===== config.mk =====
export PLATFORM = sky130hd
export DESIGN_NAME = gray_stream_decoder
export DESIGN_NICKNAME = d
export VERILOG_FILES = /design/src/rtl/gray_pkg.sv /design/src/rtl/gray_to_bin.sv /design/src/rtl/gray_stream_decoder.sv
export SDC_FILE = /design/constraint.sdc
export NUM_CORES = 1
export LEC_CHECK = 0
export ABC_CLOCK_PERIOD_IN_PS = 8300
export BUFFER_PORTS_ARGS = -buffer_cell sky130_fd_sc_hd__buf_4
export CORE_UTILIZATION = 44
export DETAILED_ROUTE_END_ITERATION = 12
export GPL_ROUTABILITY_DRIVEN = 0
export GPL_TIMING_DRIVEN = 0
export PLACE_DENSITY = 0.68
export SYNTH_ARGS = -nofsm -noshare
export SYNTH_HDL_FRONTEND = slang
export SYNTH_SLANG_ARGS = --single-unit

===== constraint.sdc =====
create_clock -name clk -period 8.3 [get_ports clk]
set_input_delay 1.245 -clock clk [delete_from_list [all_inputs] [get_ports clk]]
set_output_delay 1.245 -clock clk [all_outputs]
set_load 0.02 [all_outputs]

===== src/rtl/gray_pkg.sv =====
// Shared types and defaults for the Gray-code stream decoder.
// Holds the tracking-state encoding and the per-result step classification.
package gray_pkg;

    localparam int GRAY_WIDTH_DEF = 4;
    localparam int GRAY_ERRW_DEF  = 8;

    typedef enum logic {
        IDLE  = 1'b0,
        TRACK = 1'b1
    } dec_state_e;

    typedef struct packed {
        logic up;
        logic dn;
        logic rep;
        logic err;
    } step_t;

endpackage


===== src/rtl/gray_to_bin.sv =====
// Purely combinational Gray-to-binary conversion; zero latency, no flow control.
// Each binary bit is the XOR of all Gray bits at or above its position.
module gray_to_bin #(
    parameter int WIDTH = 4
) (
    input  logic [WIDTH-1:0] i_gray,
    output logic [WIDTH-1:0] o_bin
);

    always_comb begin
        logic v_acc;
        v_acc = 1'b0;
        o_bin = '0;
        for (int i = WIDTH - 1; i >= 0; i--) begin
            v_acc    = v_acc ^ i_gray[i];
            o_bin[i] = v_acc;
        end
    end

endmodule


===== src/rtl/gray_stream_decoder.sv =====
// Decodes a valid/ready Gray stream to binary and classifies each step vs the previous sample.
// Latency 1 through a one-deep output register; in_ready drops only while a result is held unconsumed.
module gray_stream_decoder
    import gray_pkg::*;
#(
    parameter int WIDTH = GRAY_WIDTH_DEF,
    parameter int ERRW  = GRAY_ERRW_DEF
) (
    input  logic             clk,
    input  logic             rst_n,
    input  logic [WIDTH-1:0] gray_in,
    input  logic             in_valid,
    output logic             in_ready,
    output logic [WIDTH-1:0] bin_out,
    output logic             out_valid,
    input  logic             out_ready,
    output logic             step_up,
    output logic             step_dn,
    output logic             step_rep,
    output logic             step_err,
    output logic             err_sticky,
    output logic [ERRW-1:0]  err_cnt,
    input  logic             err_clr,
    input  logic             resync
);

    localparam logic [WIDTH-1:0] BIN_ONE = {{(WIDTH-1){1'b0}}, 1'b1};
    localparam logic [ERRW-1:0]  CNT_ONE = {{(ERRW-1){1'b0}}, 1'b1};

    dec_state_e       r_state;
    dec_state_e       w_state_eff;
    dec_state_e       w_state_nxt;
    logic [WIDTH-1:0] r_prev;
    logic [WIDTH-1:0] r_bin_out;
    logic             r_out_valid;
    step_t            r_step;
    logic             r_err_sticky;
    logic [ERRW-1:0]  r_err_cnt;

    logic [WIDTH-1:0] w_bin;
    logic [WIDTH-1:0] w_prev_inc;
    logic [WIDTH-1:0] w_prev_dec;
    logic             w_accept;
    logic             w_err_evt;
    step_t            w_step;

    gray_to_bin #(
        .WIDTH (WIDTH)
    ) u_gray_to_bin (
        .i_gray (gray_in),
        .o_bin  (w_bin)
    );

    assign in_ready   = !r_out_valid || out_ready;
    assign w_accept   = in_valid && in_ready;
    assign w_prev_inc = r_prev + BIN_ONE;
    assign w_prev_dec = r_prev - BIN_ONE;

    // resync overrides the held state before this cycle's sample is classified
    assign w_state_eff = resync ? IDLE : r_state;

    always_ff @(posedge clk or negedge rst_n) begin
        if (!rst_n) begin
            r_state <= IDLE;
        end else begin
            r_state <= w_state_nxt;
        end
    end

    always_comb begin
        w_state_nxt = w_state_eff;
        if (w_accept) begin
            w_state_nxt = TRACK;
        end
    end

    always_comb begin
        w_step = '0;
        if (w_state_eff == TRACK) begin
            if (w_bin == r_prev) begin
                w_step.rep = 1'b1;
            end else if (w_bin == w_prev_inc) begin
                w_step.up = 1'b1;
            end else if (w_bin == w_prev_dec) begin
                w_step.dn = 1'b1;
            end else begin
                w_step.err = 1'b1;
            end
        end
    end

    assign w_err_evt = w_accept && w_step.err;

    always_ff @(posedge clk or negedge rst_n) begin
        if (!rst_n) begin
            r_prev <= '0;
        end else if (w_accept) begin
            r_prev <= w_bin;
        end
    end

    always_ff @(posedge clk or negedge rst_n) begin
        if (!rst_n) begin
            r_out_valid <= 1'b0;
            r_bin_out   <= '0;
            r_step      <= '0;
        end else if (w_accept) begin
            r_out_valid <= 1'b1;
            r_bin_out   <= w_bin;
            r_step      <= w_step;
        end else if (out_ready) begin
            r_out_valid <= 1'b0;
        end
    end

    // a clear in the same cycle as an error leaves exactly that one error recorded
    always_ff @(posedge clk or negedge rst_n) begin
        if (!rst_n) begin
            r_err_sticky <= 1'b0;
            r_err_cnt    <= '0;
        end else if (err_clr) begin
            r_err_sticky <= w_err_evt;
            r_err_cnt    <= w_err_evt ? CNT_ONE : '0;
        end else if (w_err_evt) begin
            r_err_sticky <= 1'b1;
            if (!(&r_err_cnt)) begin
                r_err_cnt <= r_err_cnt + CNT_ONE;
            end
        end
    end

    assign out_valid  = r_out_valid;
    assign bin_out    = r_bin_out;
    assign step_up    = r_step.up;
    assign step_dn    = r_step.dn;
    assign step_rep   = r_step.rep;
    assign step_err   = r_step.err;
    assign err_sticky = r_err_sticky;
    assign err_cnt    = r_err_cnt;

endmodule


* Word level (Yosys, flattened, before mapping)
Cells that the tools add are included.
** Storage, ports and cells
- Input bits :: 10
- Register bits after elaboration :: 19
- Logic and storage cells :: 46
** Operators by class
- Reductions and logical operators :: 8
- Multiplexer cells :: 19
- $add $sub $neg :: 3
- Bitwise gates (word level) :: 3
- Equal/unequal tests :: 4
** Operator list (number)
- 2-to-1 mux 8 bit :: 3
- 2-to-1 mux 1 bit :: 14
- == test 4 bit :: 3
- adder 8 x 1 -> 8 bit (second input constant) :: 1
- AND reduction 8 bit :: 1
- adder 4 x 1 -> 4 bit (second input constant) :: 1
- 2-to-1 mux 4 bit :: 1
- nonzero test 2 bit :: 2
- subtractor 4 x 1 -> 4 bit (second input constant) :: 1
- XOR 1 bit :: 3
- logical AND 1 bit :: 2
- 2-to-1 mux 2 bit :: 1
- != test 2 bit (second input constant) :: 1
- AND reduction 2 bit :: 1
- logical NOT 1 bit :: 1
- logical OR 1 bit :: 1

* Depth between registers and ports, before layout
- Word-level depth :: 11
- Gate-level depth with buffers :: 12
- Mapped depth without buffers :: 10

* Hierarchy
A second synthesis with hierarchy kept.
** Second synthesis, totals
- Cells, all modules :: 104
- Area total of the unflattened synthesis :: 1186.1 um^2
** Modules (own cells, without submodules)
- gray_stream_decoder :: area an instance 1136.1 um^2, instances 1, cells each 99
- gray_to_bin :: area an instance 50.0 um^2, instances 1, cells each 5

* Worst setup path after synthesis
OpenSTA, ideal clock, no wires.
- Kind :: input -> register
- Start point :: input gray_in[3]
- End point :: register r_err_cnt[3] (netlist: err_cnt[3])
- Slack :: 5.074 ns
- Cell stages on the path :: 10
- Data required time :: 8.222 ns
- Arrival :: 3.148 ns
- Buffers on the path :: 2
- Cells stage by stage :: buf_6 -> xor2_4 -> xnor2_2 -> xnor2_2 -> nor3_2 -> nand4_1 -> and2_4 -> buf_6 -> or4_1 -> a21oi_1
** On the way
- Cells in the longest elaborated chain, start to end :: 11
- Elaborated cells on any way between the ends :: 13
** RTL lines
- start, declared :: line gray_stream_decoder.sv:11 : input logic [WIDTH-1:0] gray_in,
- XOR 1 bit (3 in a row) :: line gray_to_bin.sv:15 : v_acc = v_acc ^ i_gray[i];
- == test 4 bit :: line gray_stream_decoder.sv:84 : end else if (w_bin == w_prev_dec) begin
- 2-to-1 mux 1 bit :: line gray_stream_decoder.sv:84
- 2-to-1 mux 1 bit :: line gray_stream_decoder.sv:82 : end else if (w_bin == w_prev_inc) begin
- 2-to-1 mux 1 bit * :: line gray_stream_decoder.sv:80 : if (w_bin == r_prev) begin
- 2-to-1 mux 4 bit * :: line gray_stream_decoder.sv:79 : if (w_state_eff == TRACK) begin
- logical AND 1 bit * :: line gray_stream_decoder.sv:92 : assign w_err_evt = w_accept && w_step.err;
- nonzero test 2 bit (no source line) *
- AND reduction 2 bit (no source line) *
- end signal, assigned :: line gray_stream_decoder.sv:123 : r_err_cnt <= w_err_evt ? CNT_ONE : '0;
- end signal, assigned :: line gray_stream_decoder.sv:127 : r_err_cnt <= r_err_cnt + CNT_ONE;
- end, declared :: line gray_stream_decoder.sv:38 : logic [ERRW-1:0] r_err_cnt;
Mark *: on every way between the ends. The rest lies on a longest branch, timed or not.
A chain may end at the register's enable or synchronous reset.

* Final worst setup path
Ends and elaborated chain as after synthesis.

==> reports/metrics.yaml <==
floorplanning:
  num_rows: 18
  die_w_microns: 54.1
  die_height_microns: 54.1
  ios: 29
  core_area_sq_mm: 0.00252
  die-area_sq_mm: 0.00293
  start_util: 0.473
flow_run:
  cap_violations: 0
logic_synthesis:
  synth_largest_area_cell: "dfrtp_1"
  synth_mux_area_frac: 0.0367
  synth_xor_area_frac: 0.138
  synth_area_leaders: "dfrtp_1, xnor2_1, xor2_1, nand2_1, ha_1"
  syn-mean-instance-area_sq_um: 9.70
  ys_ff_latch: 19
  synth_fa_ha_area_frac: 0.0314
  synth_compound_area_frac: 0.152
  synth-simple-area-share: 0.192
  synth_top_family_by_area: "simple AND/OR/NAND/NOR gates"
  synth.distinct_cells: 40
  syn_nets: 136
  syn_area_sq_mm: 0.00119
  synth_top_area_frac: 0.398
  synth_cells: 123
  yosysWarnings: 0
  yosysSeqAreaShare: 0.398
worst_hold_path:
  min_path_type: "register to register"
  hold_depth: 2
clocking:
  worst_skew_pair.late_latency_ps: 300
  ctsResizeCount: 0
  ctsHoldBuffers: 0
  ctsHtreeMaxLevel: 1
  cts_sinks: 19
  cts_tree: "built"
  numCtsBuffers: 3
  clockRootBuffer: "clkbuf_4"
  cts_buffer_depth: 2
  clk_pin_slew_ps: 110
  post_cts_buffers: 0
grt:
  grt_overflow: 0
  grt_usage: 0.192
  grt_start_max_net_pins: 20
  antenna_found_initial: 0
  grt_first_pass_wirelength_mm: 3.94
  grt_pass1_vias: 874
worst_setup_path:
  required_ps: 8540
  r2r_cells: 11
  critPathKind: "primary input to register"
  worstPathMaxFanout: 7
  startpoint_type: "primary input"
  end_kind: "register"
  critPathArrivalTime_ps: 3410
place:
  post-dp-hpwl_mm: 1.85
  port_buffers: 27
drt:
  drt-total-wl_mm: 2.45
  routedWlPerCell_microns: 13.3
  vias: 1001
  drt-pass1-iter-count: 4
  drc: 0
  via_per_inst: 5.44
  ant_nets: 0
  drt_iter0_drc: 5
status:
  status: "complete, no violations"
cells_and_area:
  fillers: 239
  final_util: 0.579
  antenna_cells: 0
  fin_nets: 168
  layout-drive-gt1-share: 0.273
  syn2layout_area_growth_pct: 22.3
sta:
  period_minus_slack_ps: 3170
  drv_slew: 0
  hold_viol_final: 0
  finalClockSkew_ps: 15.3
  max_freq_mhz: 315
  finalSetupViolCount: 0
  period_share: 0.382
  tightest_slew_ps: 663
  grt_setup_unrepaired: "false"
  setup_tns_ps: 0
  slew_headroom: 0.555
power_and_ir_drop:
  power.leakage_uw: 0.000668
  ir_worst_vdd_v: 0.000159
  powerDensity_mw_per_mm2: 176
placed cells by master (no fill, tap or decap), types with 2 or more instances in the layout:
cell type and n:
buf_4 27, dfrtp_1 19, nand2_1 13, nor2_1 9
xnor2_1 6, xor2_1 6, o21ai_0 6, clkbuf_1 5
inv_1 5, nand3_1 5, nand2b_1 4, nand4_1 3
and3_1 3, a32o_1 3, ha_1 3, clkbuf_4 3
buf_6 2, xnor2_2 2, o31ai_1 2, nor2b_1 2
a211oi_1 2, a21oi_1 2, mux2_2 2, a2111oi_0 2
path summary, 6_finish.rpt:
kind / start / end / slack [ps]
setup / recovery: gray_in[3] / err_cnt[3] / 5130
hold / removal: step_err / step_err / 490
setup reg to reg: bin_out[1] / err_cnt[3] / 5300
hold reg to reg: step_err / step_err / 490
max in group asynchronous: rst_n / err_cnt[6] / 7300
min in group asynchronous: rst_n / step_up / 780
cells by family after synthesis:
| kind of cell | Yosys count |
|---|---|
| simple gates | 45 |
| compound gates | 25 |
| flops | 19 |
| xor+xnor | 15 |
| buf+inv | 12 |
| mux | 4 |
| fa+ha+maj | 3 |
worst max-delay path, cell delays in order:
cell     delay (ps)
buf_6           120
xor2_4          200
xnor2_2         270
xnor2_2         140
nor3_2          210
nand4_1         240
and2_4          210
buf_6           120
or4_1           490
a21oi_1         150
synthesized netlist by cell type (all sizes together):
| master | count |
|---|---|
| a2111oi | 2 |
| o22ai | 1 |
| dfrtp | 19 |
| nor3 | 2 |
| mux2i | 1 |
| and2 | 1 |
| a31o | 1 |
| a211oi | 2 |
| ha | 3 |
| clkbuf | 4 |
| inv | 5 |
| nor2 | 9 |
| nand2b | 4 |
| o21a | 1 |
| or4 | 1 |
| and3 | 3 |
| or2 | 1 |
| o211ai | 1 |
| or3 | 1 |
| xor2 | 7 |
| mux2 | 3 |
| a21oi | 2 |
| nand2 | 13 |
| o31ai | 2 |
| o21bai | 1 |
| nand4 | 3 |
| a32o | 3 |
| o311ai | 1 |
| nor2b | 2 |
| xnor2 | 8 |
| nand3 | 5 |
| buf | 3 |
| o21ai | 6 |
| a32oi | 1 |
| o41ai | 1 |
cell type report:
cell class	instances	area [sq um]	share of cell area
Buffer	7	42.5	0.0291
Clock buffer	4	26.3	0.0180
Inverter	5	18.8	0.0129
Multi-Input combinational cell	92	657	0.450
Sequential cell	19	475	0.326
Tap cell	30	37.5	0.0257
Timing Repair Buffer	27	203	0.139
per-stage QoR:
stage | hold WS (ps) | area (sq um) | total power, uW | setup slack, ps | instances
after floorplan | 485 | 1190 | 180 | 5070 | 123
after global placement | 462 | 1430 | 208 | 4830 | 180
after detailed placement | 476 | 1430 | 212 | 4780 | 180
after CTS | 502 | 1460 | 259 | 5080 | 184
after global routing | 542 | 1460 | 276 | 4940 | 184
final | 492 | 1460 | 257 | 5130 | 184
state kept, by name (all words and copies together), names as in the netlist:
signal,flops
bin_out,4
err_cnt,8
err_sticky,1
out_valid,1
r_state,1
step_dn,1
step_err,1
step_rep,1
step_up,1
where the power goes:
group / total (uW) / internal, uW / switching (uW) / leakage (uW)
sequential: 111 / 101 / 9.21 / 0.000250
clock: 47.4 / 18.7 / 28.7 / 0.0000150
combinational: 99.2 / 43.1 / 56.0 / 0.000403
total: 257 / 163 / 93.9 / 0.000668
layer usage:
| layer | share of wire | routed length, microns | global-route usage | up-vias |
|---|---|---|---|---|
| li1 | - | - | - | 498 |
| met1 | 0.46 | 1130 | 0.258 | 485 |
| met2 | 0.50 | 1230 | 0.311 | 16 |
| met3 | 0.033 | 82 | 0.0593 | 2 |
| met4 | 0.0061 | 15 | 0.0256 | 0 |
| met5 | 0 | 0 | 0 | - |
Power figures use the tool's default switching activity.
